==> src/rtl/acc_ram_sched.sv <==
// acc_ram_sched: job sequencer for the matrix accelerator and
// arbiter sharing the single data-RAM port with the core.
module acc_ram_sched #(
  parameter int ADDR_WIDTH = 15,
  parameter int DATA_WIDTH = 32,
  parameter int MAX_STALL  = 4
) (
  input  logic                  clk,
  input  logic                  rstn_i,
  input  logic                  cfg_valid_i,
  output logic                  cfg_ready_o,
  input  logic [ADDR_WIDTH-1:0] cfg_src_a_i,
  input  logic [ADDR_WIDTH-1:0] cfg_src_b_i,
  input  logic [ADDR_WIDTH-1:0] cfg_dst_i,
  input  logic [8:0]            cfg_len_i,
  output logic                  done_o,
  output logic                  err_o,
  input  logic                  core_req_i,
  input  logic [ADDR_WIDTH-1:0] core_addr_i,
  input  logic                  core_we_i,
  input  logic [3:0]            core_be_i,
  input  logic [DATA_WIDTH-1:0] core_wdata_i,
  output logic                  core_gnt_o,
  output logic                  core_rvalid_o,
  output logic [DATA_WIDTH-1:0] core_rdata_o,
  output logic                  ram_en_o,
  output logic [ADDR_WIDTH-1:0] ram_addr_o,
  output logic                  ram_we_o,
  output logic [3:0]            ram_be_o,
  output logic [DATA_WIDTH-1:0] ram_wdata_o,
  input  logic [DATA_WIDTH-1:0] ram_rdata_i,
  output logic                  acc_wr_o,
  output logic                  acc_sel_o,
  output logic [7:0]            acc_idx_o,
  output logic [DATA_WIDTH-1:0] acc_wdata_o,
  input  logic [DATA_WIDTH-1:0] acc_rdata_i,
  output logic                  acc_start_o,
  input  logic                  acc_done_i
);

  localparam int SW = $clog2(MAX_STALL + 1);

  typedef enum logic [2:0] {
    IDLE, LOAD_A, LOAD_B, START, WAIT, STORE, DONE
  } state_t;

  state_t                state, state_n;
  logic [ADDR_WIDTH-1:0] src_a, src_b, dst;
  logic [ADDR_WIDTH-1:0] base, eaddr;
  logic [8:0]            len, idx, idx_n;
  logic [SW-1:0]         stall_cnt, stall_n;
  logic                  err_q, rv_q, wb_q, wb_sel;
  logic [7:0]            wb_idx;
  logic                  want, slot, loading, last, len_ok, accept;

  assign len_ok  = (cfg_len_i != 9'd0) && (cfg_len_i <= 9'd256);
  assign accept  = (state == IDLE) && cfg_valid_i;
  assign loading = (state == LOAD_A) || (state == LOAD_B);
  assign want    = loading || (state == STORE);
  assign slot    = want && (!core_req_i || stall_cnt == SW'(MAX_STALL));
  assign last    = (idx == len - 9'd1);

  assign core_gnt_o  = core_req_i && !slot;
  assign cfg_ready_o = (state == IDLE);
  assign err_o       = err_q;

  always_comb begin
    base = dst;
    if (state == LOAD_A) base = src_a;
    else if (state == LOAD_B) base = src_b;
  end

  // wraps modulo the RAM size by truncation
  assign eaddr = base + ADDR_WIDTH'({idx, 2'b00});

  always_comb begin
    stall_n = stall_cnt;
    if (!want || slot) stall_n = '0;
    else if (core_req_i) stall_n = stall_cnt + SW'(1);
  end

  always_comb begin
    state_n     = state;
    idx_n       = idx;
    done_o      = 1'b0;
    acc_start_o = 1'b0;
    unique case (state)
      IDLE: begin
        if (accept && len_ok) begin
          state_n = LOAD_A;
          idx_n   = '0;
        end
      end
      LOAD_A, LOAD_B, STORE: begin
        if (slot) begin
          idx_n = idx + 9'd1;
          if (last) begin
            idx_n = '0;
            if (state == LOAD_A) state_n = LOAD_B;
            else if (state == LOAD_B) state_n = START;
            else state_n = DONE;
          end
        end
      end
      START: begin
        // hold off until the last B operand has landed
        if (!wb_q) begin
          acc_start_o = 1'b1;
          state_n     = WAIT;
        end
      end
      WAIT: begin
        if (acc_done_i) begin
          state_n = STORE;
          idx_n   = '0;
        end
      end
      DONE: begin
        done_o  = 1'b1;
        state_n = IDLE;
      end
      default: state_n = IDLE;
    endcase
  end

  always_comb begin
    ram_en_o    = core_req_i;
    ram_addr_o  = core_addr_i;
    ram_we_o    = core_we_i;
    ram_be_o    = core_be_i;
    ram_wdata_o = core_wdata_i;
    if (slot) begin
      ram_en_o    = 1'b1;
      ram_addr_o  = eaddr;
      ram_we_o    = (state == STORE);
      ram_be_o    = 4'hF;
      ram_wdata_o = (state == STORE) ? acc_rdata_i : '0;
    end
  end

  assign core_rvalid_o = rv_q;
  assign core_rdata_o  = rv_q ? ram_rdata_i : '0;
  assign acc_wr_o      = wb_q;
  assign acc_sel_o     = wb_q && wb_sel;
  assign acc_wdata_o   = wb_q ? ram_rdata_i : '0;

  always_comb begin
    acc_idx_o = '0;
    if (wb_q) acc_idx_o = wb_idx;
    else if (state == STORE) acc_idx_o = idx[7:0];
  end

  always_ff @(posedge clk or negedge rstn_i) begin
    if (!rstn_i) begin
      state     <= IDLE;
      idx       <= '0;
      stall_cnt <= '0;
      src_a     <= '0;
      src_b     <= '0;
      dst       <= '0;
      len       <= '0;
      err_q     <= 1'b0;
      rv_q      <= 1'b0;
      wb_q      <= 1'b0;
      wb_sel    <= 1'b0;
      wb_idx    <= '0;
    end else begin
      state     <= state_n;
      idx       <= idx_n;
      stall_cnt <= stall_n;
      err_q     <= accept && !len_ok;
      rv_q      <= core_gnt_o && !core_we_i;
      wb_q      <= slot && loading;
      wb_sel    <= (state == LOAD_B);
      wb_idx    <= idx[7:0];
      if (accept && len_ok) begin
        src_a <= cfg_src_a_i;
        src_b <= cfg_src_b_i;
        dst   <= cfg_dst_i;
        len   <= cfg_len_i;
      end
    end
  end

endmodule

==> config.mk <==
export PLATFORM = sky130hd
export DESIGN_NAME = acc_ram_sched
export DESIGN_NICKNAME = d
export VERILOG_FILES = /design/src/rtl/acc_ram_sched.sv
export SDC_FILE = /design/constraint.sdc
export NUM_CORES = 1
export LEC_CHECK = 0
export ABC_AREA = 1
export BUFFER_PORTS_ARGS = -buffer_cell sky130_fd_sc_hd__buf_2
export CAP_MARGIN = 20
export CORE_ASPECT_RATIO = 2
export CORE_UTILIZATION = 35
export CTS_BUF_LIST = sky130_fd_sc_hd__clkbuf_4 sky130_fd_sc_hd__clkbuf_8 sky130_fd_sc_hd__clkbuf_16
export CTS_CLUSTER_SIZE = 24
export DETAILED_ROUTE_END_ITERATION = 8
export GPL_TIMING_DRIVEN = 1
export PLACE_DENSITY_LB_ADDON = 0.05
export SYNTH_ARGS = -nofsm -noshare
export SYNTH_HDL_FRONTEND = slang
export SYNTH_SLANG_ARGS = --single-unit
==> constraint.sdc <==
create_clock -name clk -period 7.2 [get_ports clk]
set_input_delay 1.8 -clock clk [delete_from_list [all_inputs] [get_ports clk]]
set_output_delay 1.8 -clock clk [all_outputs]
set_load 0.005 [all_outputs]
==> impl_metrics.py <==
metrics = {
    "sta": {
        "slew_headroom_pct": 34.0,
        "maxSlewViolCount": 0,
        "setup_viol": 0,
        "fin_ws_ps": 1550,
        "hold_viol": 0,
        "setup-tns-final_ps": 0,
        "rsz0062_at_grt": "no",
        "fin_crit_ps": 5650,
        "fin_crit_sh_pct": 78.4,
        "fin_skew_ps": 7.68,
        "worstMarginPinSlew_ps": 991,
        "fmax_ghz": 0.177,
    },
    "clocking": {
        "ctsHoldBuffers": 0,
        "clkSinkCount": 81,
        "cts_tree": "built",
        "cts.path.max_buffers": 2,
        "cts_buffers": 9,
        "cts_resized": 0,
        "clkLatencyLatePin_ps": 340,
        "clk_pin_slew_worst_paths_ps": 60,
        "htree_levels": 3,
        "root_buffer": "clkbuf_16",
        "post_cts_buffers": 0,
    },
    "die": {
        "die_x_um": 91.9,
        "initial_core_util_pct": 35.9,
        "dieArea_um2": 16700,
        "ios": 308,
        "num_rows": 65,
        "core_area_um2": 15800,
        "dieHeight_um": 182,
    },
    "routing": {
        "ant_nets": 0,
        "vias": 6513,
        "dr.pass1.iters": 5,
        "routed_via_density": 4.71,
        "drt-wirelength-per-cell_um": 15.2,
        "drt_wl_total_um": 21000,
        "drtIter0Drc": 306,
        "drc_errors": 0,
    },
    "synth": {
        "synthCells": 890,
        "synth_mux_area_share_pct": 0,
        "synth_cell_type_count": 34,
        "synth_top_family_by_area": "simple AND/OR/NAND/NOR gates",
        "ys_seq_elements": 81,
        "synth.avg_cell_area_um2": 6.36,
        "synth_compound_area_share_pct": 9.44,
        "synthAdderAreaFrac_pct": 3.23,
        "syn-cell-area_um2": 5660,
        "synth-xor-area-share_pct": 2.17,
        "synth_fp_nets": 1079,
        "seq_area_frac_synth_pct": 35.8,
        "yosys.area_share.simple_pct": 37.1,
        "yosys_warnings": 0,
    },
    "placed_design": {
        "dp_hpwl_um": 17200,
        "dp_slack_ps": 1550,
        "io_buffers": 307,
        "globalplace.congestion": 0.956,
    },
    "critical_path": {
        "critical_path_class": "in -> out",
        "slowest_delay_ps": 550,
        "worstPathMaxFanout": 33,
        "critPathSlowestCell": "nand2_2",
        "crit_chain": "buf_2, inv_1, a21oi_1, inv_2, nand2_2, inv_2, or2_2, buf_2",
        "end_kind": "primary output",
        "startpoint_type": "primary input",
        "cp.required_ps": 5400,
        "arrival_ps": 3850,
    },
    "flow_run": {
        "drv_cap": 0,
    },
    "cells_and_area": {
        "syn_to_final_growth_pct": 35.1,
        "drive_above_1_share_pct": 31.0,
        "diodes": 0,
        "fin_nets": 1365,
    },
    "worst_hold_path": {
        "hp-class": "reg -> reg",
    },
    "global_routing": {
        "grt_pass1_vias": 6203,
        "grt_max_degree": 82,
        "grt_pass1_wl_um": 32700,
        "grt-ovfl-total": 0,
        "grt_antenna_before_repair": 0,
        "track_usage_pct": 25.4,
    },
    "power": {
        "peakVddDrop_mv": 0.167,
        "powerDensity_nw_per_um2": 353,
        "leakage_nw": 4.84,
    },
    "outcome": {
        "status": "completed",
    },
}
[through the flow]
stage	power (mW)	hold WS (ps)	utilization, %	std cells	area [um^2]
3_5_place_dp	2.25	453	46.4	1365	7320
4_1_cts	2.73	462	48.3	1381	7620
5_1_grt	2.96	486	48.5	1382	7650
6_report	2.70	461	48.5	1382	7650
3_3_place_gp	2.24	451	46.3	1364	7310
2_1_floorplan	1.73	419	-	890	5660
[critical path, delay by kind of cell]
kind,cells,cell delay [ps]
AO/OA/AOI/OAI,1,330
AND/OR/NAND/NOR,2,880
buffers and inverters,5,840
[flip-flops by register name, summed over array words and instances (netlist names)]
register	flops
dst	15
src_a	15
src_b	15
idx	9
len	9
wb_idx	8
stall_cnt	3
state	3
acc_wr_o	1
core_rvalid_o	1
err_o	1
wb_sel	1
[layout make-up]
| cell class | instances | area [um^2] |
|---|---|---|
| flip-flops and latches | 81 | 2030 |
| inverters | 135 | 507 |
| multi-input cells | 635 | 2940 |
| well taps | 201 | 251 |
| repair buffers | 314 | 1620 |
| clock buffers | 11 | 246 |
| fillers | 1771 | 8130 |
| clock inverters | 5 | 55.1 |
[placed cells by master (no fill, tap or decap), types with 4 or more instances in the layout]
cell         n
dfrtp_1     81
xnor2_1      6
o22ai_1     10
nor2_2       7
nand2_1    362
nand2_2      7
a21oi_1     18
inv_1      122
ha_1        13
o31ai_1      9
o21ai_0      9
nand4_1      4
xor2_1       8
nor2_1      52
o21ai_1     40
buf_2      306
inv_2       13
clkbuf_16    9
buf_4        6
nor3_1       9
nand3_1     62
[worst paths after layout]
kind | start | end | slack, ps | cells after the start
setup / recovery | core_req_i | ram_be_o[3] | 1550 | 8
hold / removal | stall_cnt[0]$_DFFE_PN0P_ | stall_cnt[0]$_DFFE_PN0P_ | 460 | 1
setup reg to reg | state[1]$_DFFE_PN0P_ | dst[6]$_DFFE_PN0P_ | 4620 | 9
hold reg to reg | stall_cnt[0]$_DFFE_PN0P_ | stall_cnt[0]$_DFFE_PN0P_ | 460 | 1
max in group asynchronous | rstn_i | wb_idx[0]$_DFF_PN0_ | 5250 | 2
min in group asynchronous | rstn_i | dst[0]$_DFFE_PN0P_ | 1340 | 1
[cell families after synthesis]
| group | count (synthesis) |
|---|---|
| AOI/OAI and AO/OA | 93 |
| adders and majority gates | 14 |
| DFF | 81 |
| and+or+nand+nor | 514 |
| buffers and inverters | 174 |
| xor gates and xnor gates | 14 |
[report_power, final]
part,internal [mW],switching [mW],total (mW)
clock network,0.281,0.185,0.466
registers,0.628,0.134,0.762
logic,0.539,0.933,1.47
[cell usage after synthesis, drive strengths merged]
library cell  instances  area share (%)
nand2               369              25
inv                 135             9.0
dfrtp                81              36
nand3                65             6.0
nor2                 59             4.2
o21ai                50             4.6
clkbuf               21             1.4
a21oi                20             2.0
buf                  18             1.9
ha                   13             2.9
o22ai                10             1.1
nor3                  9            0.80
o31ai                 9             1.2
xor2                  8             1.2
xnor2                 6            0.93
or2                   5            0.55
nand4                 4            0.44
a31oi                 2            0.22
nand3b                2            0.27
a21boi                1            0.13
a21o                  1            0.13
fa                    1            0.35
nor2b                 1            0.11
[layer usage]
metal  track usage, %  up-vias  wire length [um]
met3             4.19       22              1460
met5                0        -                 0
met4             7.94        0               469
met2             45.0      259             10500
met1             30.9     2930              8490
li1                 -     3302                 -
(Power assumes the default switching activity.)
